$ cat src/rtl/vector_dot_product_seq.sv
// Sequential FP32 dot product: latches A/B, folds LANES products per cycle into acc, then holds result until taken.
// Optional ReLU on the result when VECDOT_RELU_EN is defined.
module vector_dot_product_seq #(
  parameter int VLEN  = 4,
  parameter int LANES = 1
) (
  input  logic                 clk,
  input  logic                 rst,
  input  logic                 in_valid,
  output logic                 in_ready,
  input  logic [32*VLEN-1:0]   A,
  input  logic [32*VLEN-1:0]   B,
  output logic                 out_valid,
  input  logic                 out_ready,
  output logic [31:0]          result,
  output logic                 busy
);

  localparam int N  = VLEN / LANES;
  localparam int CW = $clog2(N) + 1;
  localparam logic [CW-1:0] LAST_BEAT = CW'(N - 1);
  localparam logic [31:0] QNAN = 32'h7FC00000;

  if (LANES < 1 || (VLEN % LANES) != 0) begin : g_cfg_check
    $error("vector_dot_product_seq: VLEN must be a positive multiple of LANES");
  end

  typedef enum logic [1:0] {IDLE, ACCUM, DONE} state_t;

  state_t              state;
  logic [32*VLEN-1:0]  a_reg, b_reg;
  logic [31:0]         acc, acc_next, result_d;
  logic [CW-1:0]       beat;

  // Round-to-nearest-even multiply; denormals flush to zero, NaNs become a canonical quiet NaN.
  function automatic logic [31:0] fp_mul(input logic [31:0] a, input logic [31:0] b);
    logic        s, grd, st;
    logic [47:0] prod;
    logic [23:0] m;
    logic [31:0] r;
    int          e;
    s    = a[31] ^ b[31];
    prod = {24'b0, 1'b1, a[22:0]} * {24'b0, 1'b1, b[22:0]};
    e    = int'(a[30:23]) + int'(b[30:23]) - 127;
    if (prod[47]) begin
      m   = {1'b0, prod[46:24]};
      grd = prod[23];
      st  = |prod[22:0];
      e   = e + 1;
    end else begin
      m   = {1'b0, prod[45:23]};
      grd = prod[22];
      st  = |prod[21:0];
    end
    if (grd && (st || m[0])) m = m + 24'd1;
    if (m[23]) e = e + 1;
    if ((a[30:23] == 8'hFF && a[22:0] != 0) || (b[30:23] == 8'hFF && b[22:0] != 0) ||
        (a[30:23] == 8'hFF && b[30:23] == 8'h00) || (b[30:23] == 8'hFF && a[30:23] == 8'h00))
      r = QNAN;
    else if (a[30:23] == 8'hFF || b[30:23] == 8'hFF)
      r = {s, 8'hFF, 23'b0};
    else if (a[30:23] == 8'h00 || b[30:23] == 8'h00)
      r = {s, 31'b0};
    else if (e >= 255)
      r = {s, 8'hFF, 23'b0};
    else if (e <= 0)
      r = {s, 31'b0};
    else
      r = {s, 8'(e), m[22:0]};
    return r;
  endfunction

  // Round-to-nearest-even add; the smaller operand is aligned with a sticky bit jammed into the LSB.
  function automatic logic [31:0] fp_add(input logic [31:0] a, input logic [31:0] b);
    logic [31:0] x, y, r;
    logic [49:0] xm, ym0, ym, sum, norm, mask;
    logic [23:0] m;
    logic        grd, st;
    int          d, p, e;
    if (a[30:0] >= b[30:0]) begin x = a; y = b; end
    else                     begin x = b; y = a; end
    d   = int'(x[30:23]) - int'(y[30:23]);
    xm  = {1'b0, 1'b1, x[22:0], 25'b0};
    ym0 = {1'b0, 1'b1, y[22:0], 25'b0};
    if (d >= 50) begin
      ym = 50'd1;
    end else begin
      mask  = (50'd1 << d) - 50'd1;
      ym    = ym0 >> d;
      ym[0] = ym[0] | (|(ym0 & mask));
    end
    sum = (x[31] == y[31]) ? xm + ym : xm - ym;
    p = 0;
    for (int i = 0; i < 50; i++) if (sum[i]) p = i;
    e = int'(x[30:23]) + p - 48;
    if (p == 49) norm = {1'b0, sum[49:1]} | {49'b0, sum[0]};
    else         norm = sum << (48 - p);
    m   = {1'b0, norm[47:25]};
    grd = norm[24];
    st  = |norm[23:0];
    if (grd && (st || m[0])) m = m + 24'd1;
    if (m[23]) e = e + 1;
    if ((a[30:23] == 8'hFF && a[22:0] != 0) || (b[30:23] == 8'hFF && b[22:0] != 0) ||
        (a[30:23] == 8'hFF && b[30:23] == 8'hFF && a[31] != b[31]))
      r = QNAN;
    else if (a[30:23] == 8'hFF)
      r = a;
    else if (b[30:23] == 8'hFF)
      r = b;
    else if (a[30:23] == 8'h00 && b[30:23] == 8'h00)
      r = {a[31] & b[31], 31'b0};
    else if (a[30:23] == 8'h00)
      r = b;
    else if (b[30:23] == 8'h00)
      r = a;
    else if (sum == 50'd0)
      r = 32'h0;
    else if (e >= 255)
      r = {x[31], 8'hFF, 23'b0};
    else if (e <= 0)
      r = {x[31], 31'b0};
    else
      r = {x[31], 8'(e), m[22:0]};
    return r;
  endfunction

  // One beat of the chain: element 0 loads acc, later elements compute FPadd(p_i, acc).
  always_comb begin
    acc_next = acc;
    for (int l = 0; l < LANES; l++) begin
      int          idx;
      logic [31:0] prod;
      idx      = int'(beat) * LANES + l;
      prod     = fp_mul(a_reg[32*idx +: 32], b_reg[32*idx +: 32]);
      acc_next = (idx == 0) ? prod : fp_add(prod, acc_next);
    end
`ifdef VECDOT_RELU_EN
    result_d = acc_next[31] ? 32'h0 : acc_next;
`else
    result_d = acc_next;
`endif
  end

  always_ff @(posedge clk or posedge rst) begin
    if (rst) begin
      state     <= IDLE;
      a_reg     <= '0;
      b_reg     <= '0;
      acc       <= '0;
      beat      <= '0;
      in_ready  <= 1'b1;
      out_valid <= 1'b0;
      busy      <= 1'b0;
      result    <= '0;
    end else begin
      case (state)
        IDLE: if (in_valid) begin
          a_reg    <= A;
          b_reg    <= B;
          beat     <= '0;
          state    <= ACCUM;
          in_ready <= 1'b0;
          busy     <= 1'b1;
        end
        ACCUM: begin
          acc <= acc_next;
          // The counter parks on the last beat so it never wraps.
          if (beat == LAST_BEAT) begin
            state     <= DONE;
            out_valid <= 1'b1;
            result    <= result_d;
          end else begin
            beat <= beat + 1'b1;
          end
        end
        DONE: if (out_ready) begin
          state     <= IDLE;
          out_valid <= 1'b0;
          in_ready  <= 1'b1;
          busy      <= 1'b0;
          result    <= '0;
        end
        default: state <= IDLE;
      endcase
    end
  end

endmodule
$ cat config.mk
export PLATFORM = sky130hd
export DESIGN_NAME = vector_dot_product_seq
export DESIGN_NICKNAME = d
export VERILOG_FILES = /design/src/rtl/vector_dot_product_seq.sv
export SDC_FILE = /design/constraint.sdc
export NUM_CORES = 2
export LEC_CHECK = 0
export CAP_MARGIN = 20
export CORE_ASPECT_RATIO = 1.25
export CORE_MARGIN = 4
export CORE_UTILIZATION = 57
export CTS_CLUSTER_DIAMETER = 40
export DETAILED_ROUTE_END_ITERATION = 10
export HOLD_SLACK_MARGIN = 0.15
export PLACE_DENSITY = 0.8
export SYNTH_ARGS = -nofsm -noshare
export SYNTH_HDL_FRONTEND = slang
export SYNTH_SLANG_ARGS = --single-unit
$ cat constraint.sdc
create_clock -name clk -period 31.1 [get_ports clk]
set_input_delay 6.22 -clock clk [delete_from_list [all_inputs] [get_ports clk]]
set_output_delay 6.22 -clock clk [all_outputs]
set_load 0.02 [all_outputs]
==> run summary, run 1 <==
Status: stopped before the end
Last stage: global routing
Err: [ERROR GRT-0232] Routing congestion too high. Check the congestion heatmap in the GUI.
Remaining Overflow, GRT: 8
HPWL after DPL: 219.3 mm
CTS buffer count: 42
Ys async rst share: 1.000
Final RePlAce weighted congestion: 1.144
Top-count cell post-synth: inv_1
Ys flop type: dfrtp_1
Worst setup endpoint GRT: result[13]$_DFFE_PP0P_/D
Initial core utilization: 0.5766
Post-synthesis sequential area ratio: 0.1479
Postcts setup bufs: 0
# hold bufs at CTS: 0
Synth area leader: fa_1
Syn Area/Cell: 8.207 um^2
Ys Warns: 0
Flops & latches, synth: 328
# H-tree levels: 2
Worst_ep kind: register input
Dpl ws: 0.9499 ns
Chip width: 287.2 um
Top post-synthesis cells by area: fa_1 (17%), dfrtp_1 (15%), ha_1 (6.7%)
Post-CTS Resized: 0
Top-area cell type share of the netlist area: 0.1749
GRT Overall Usage: 0.5855
EDFF count, synth: 0
Largest net degree at the start of global routing: 200
Maximum buffer depth of the clock tree: 3
Die height: 356.9 um
Io pins: 295
Syn Nets: 7807
Synthesized area: 55520 um^2
CTS Sinks: 328
Commonest cells in the netlist: inv_1 (760), nand2_1 (744), nor2_1 (625)
Rows: 127
Port Buffers: 294
Gate Count Post-Synth: 6765
Root buffer cell: clkbuf_16
Distinct cells, synth: 142
==> metrics by stage <==
step	hold slack, ns	utilization	instances	area (um^2)
after floorplan	0.4750	-	6765	55520
after global placement	0.4603	0.6256	8198	60250
after detailed placement	0.4879	0.6260	8202	60280
after CTS	0.5062	0.6416	8279	61780
==> cell families after synthesis <==
family          count (synthesis)  share of synthesized area
compound gates               1605                     0.2015
fa+ha+maj                     782                     0.2418
flops                         328                     0.1479
simple gates                 2273                     0.1956
buf+inv                      1149                    0.08227
mux                           474                     0.1059
xor+xnor                      154                    0.02517
==> per-layer routing <==
| metal | GRT usage | GRT overflow |
|---|---|---|
| met2 | 0.8596 | 5 |
| met3 | 0.2764 | 0 |
| met5 | 0.05000 | 0 |
| met4 | 0.6659 | 3 |
| met1 | 0.5634 | 0 |
==> run 2: changes to the inputs <==
==> config.mk (replaced) <==
export PLATFORM = sky130hd
export DESIGN_NAME = vector_dot_product_seq
export DESIGN_NICKNAME = d
export VERILOG_FILES = /design/src/rtl/vector_dot_product_seq.sv
export SDC_FILE = /design/constraint.sdc
export NUM_CORES = 2
export LEC_CHECK = 0
export CAP_MARGIN = 20
export CORE_MARGIN = 4
export CORE_UTILIZATION = 40
export DETAILED_ROUTE_END_ITERATION = 10
export PLACE_DENSITY_LB_ADDON = 0.15
export SYNTH_ARGS = -nofsm -noshare
export SYNTH_HDL_FRONTEND = slang
export SYNTH_SLANG_ARGS = --single-unit
==> constraint.sdc (replaced) <==
create_clock -name clk -period 40.4 [get_ports clk]
set_input_delay 8.08 -clock clk [delete_from_list [all_inputs] [get_ports clk]]
set_output_delay 8.08 -clock clk [all_outputs]
set_load 0.02 [all_outputs]
==> run summary, run 2 <==
Io pins: 295 (unchanged)
HPWL after DPL: 220.4 mm (+0.49%)
Ys Warns: 0 (unchanged)
CTS clock-pin slew for the worst setup and hold paths: 0.06 ns
Distinct cells, synth: 142 (unchanged)
# H-tree levels: 2 (unchanged)
Ys flop type: dfrtp_1
GRT Overall Usage: 0.3621
Layout cell share with drive strength beyond 1: 0.1089
RSZ-0062 raised after global routing: no
DR WL/cell: 31.06 um
CP Launch Type: flip-flop
Final RePlAce weighted congestion: 1.035 (-9.5%)
Reg-to-reg slack, setup: 5.50 ns
Postcts setup bufs: 0 (unchanged)
Post-CTS Resized: 0 (unchanged)
Synth area leader: fa_1
Post-Route Setup TNS: 0 ns
Initial antenna violation count: 33
Worst setup path startpoint: beat[1]
# hold bufs at CTS: 0 (unchanged)
CP required: 40.86 ns
Post-route DRC: 0
Xor/xnor share of the synthesized area: 0.02517 (unchanged)
Hold Fails Final Rpt: 0
Remaining Overflow, GRT: 0
Slew Viols, Final: 0
Syn Nets: 7807 (unchanged)
Top delay family on crit path: compound AO/OA/AOI/OAI gates
Skew final: 0.02635 ns
EDFF count, synth: 0 (unchanged)
Rows: 136 (+7.1%)
Top post-synthesis cells by area: fa_1 (17%), dfrtp_1 (15%), ha_1 (6.7%)
Status: finished clean
Endpoints failing setup: 0
Max Clk Rate: 0.02866 GHz
Multiplexer share of the synthesized area: 0.1059 (unchanged)
Largest family of logic cells by synthesized area: adder cells
Aggregate routed wire length: 270.3 mm
CTS buffer count: 37 (-12%)
Root buffer cell: clkbuf_16
Post-route minimum period: 34.90 ns
Chip width: 380.6 um (+33%)
Post-synthesis sequential area ratio: 0.1479 (unchanged)
Final Hold Slack: 0.4864 ns
Worst min path class: reg2reg
Vias in the first global route: 55309
Reg-to-reg startpoint: beat[1]
Worst Hold Depth: 1
Max_cap viols: 0
Least-Margin Pin Slew: 1.346 ns
Final worst-path cycle share: 0.8638
ANT nets after route: 0
Crit. End Element: flip-flop
CTS tree: built
Core area: 137700 um^2
Flops & latches, synth: 328 (unchanged)
DR iter-0 viols: 5803
CTS Sinks: 328 (unchanged)
Kind of critical path: reg2reg
Total number of vias: 55298
WHS Endpoint: busy
Crit-path max cell delay: 0.80 ns
Top-count cell post-synth: inv_1
Crit path max fanout: 59
Die height: 380.6 um (+6.6%)
Synthesized area: 55520 um^2 (unchanged)
Largest net degree at the start of global routing: 187
Simple logic cell fraction of the synthesized area: 0.1956 (unchanged)
Initial core utilization: 0.4033 (-0.1733)
First-pass GRT wire length: 390.8 mm
Fill cell count: 13768
Hold path startpoint: busy
Crit path buffers/inverters: 23
Port Buffers: 294 (unchanged)
Commonest cells in the netlist: inv_1 (760), nand2_1 (744), nor2_1 (625)
Area share of fa/ha/maj cells after synthesis: 0.2418 (unchanged)
Routed vias/inst: 6.353
Most frequent cells in the layout: inv_1 (758), nand2_1 (743), nor2_1 (623)
Final net count: 7907
Layout Area Growth over Synthesis: 10.96%
Max-slew headroom: 0.1027
Compound-Gate Fraction of Synth Area: 0.2015 (unchanged)
Maximum buffer depth of the clock tree: 3 (unchanged)
Commonest non-fill, non-tap cell in the layout: inv_1
Worst EP arrival: 35.36 ns
Slowest CP cell: a211oi_1
First-pass iteration count of the detailed router: 9
Clock Latency Late Sink: 0.60 ns
Top-area cell type share of the netlist area: 0.1749 (unchanged)
Ys async rst share: 1.000 (unchanged)
Reg2reg path depth: 122
Syn Area/Cell: 8.207 um^2 (unchanged)
Die area: 144800 um^2
Worst reg2reg endpoint: acc[7]
Gate Count Post-Synth: 6765 (unchanged)
==> run 2: worst max-delay path by stage <==
stage          depth (start not counted)  slack (ns)          to
2_1_floorplan                        136       11.37     acc[23]
3_3_place_gp                         117        6.01  result[17]
3_5_place_dp                         121        5.98      acc[7]
5_1_grt                              122        3.44      acc[7]
4_1_cts                              121        5.87      acc[7]
6_report                             122        5.50      acc[7]
==> run 2: cell type report <==
type / count / area (um^2) / area share
clock buffer: 51 / 1039 / 0.01686
timing repair buffer: 442 / 4061 / 0.06592
sequential: 328 / 8217 / 0.1334
inverter: 768 / 2892 / 0.04693
multi-input combinational: 5288 / 42850 / 0.6955
antenna: 16 / 40.04 / 0.0006499
clock inverter: 17 / 269.0 / 0.004366
tap: 1794 / 2245 / 0.03643
==> run 2: cells by family after synthesis <==
| family | count (synthesis) |
|---|---|
| AO/OA/AOI/OAI | 1605 |
| adder cells (fa/ha/maj) | 782 |
| buffers and inverters | 1149 |
| AND/OR/NAND/NOR | 2273 |
| multiplexers | 474 |
| flip-flops | 328 |
| XOR/XNOR | 154 |
==> run 2: layer usage <==
layer | vias up | global-route usage | part of all wire
li1 | 24053 | - | -
met1 | 27245 | 0.4321 | 0.37
met2 | 3112 | 0.5955 | 0.46
met3 | 862 | 0.06254 | 0.080
met4 | 26 | 0.2503 | 0.089
met5 | - | 0 | 0.00064
==> run 2: through the flow <==
stage | util | area (um^2) | cells | setup slack, ns
4_1_cts | 0.4472 | 61560 | 8687 | 5.868
2_1_floorplan | - | 55520 | 6765 | 11.37
3_5_place_dp | 0.4377 | 60260 | 8619 | 5.983
6_report | 0.4475 | 61610 | 8704 | 5.505
3_3_place_gp | 0.4374 | 60210 | 8613 | 6.015
5_1_grt | 0.4473 | 61580 | 8693 | 3.435
Power of run 2 is not shown: default switching activity piles up to over one toggle a cycle in this logic, so the estimate is an artifact.
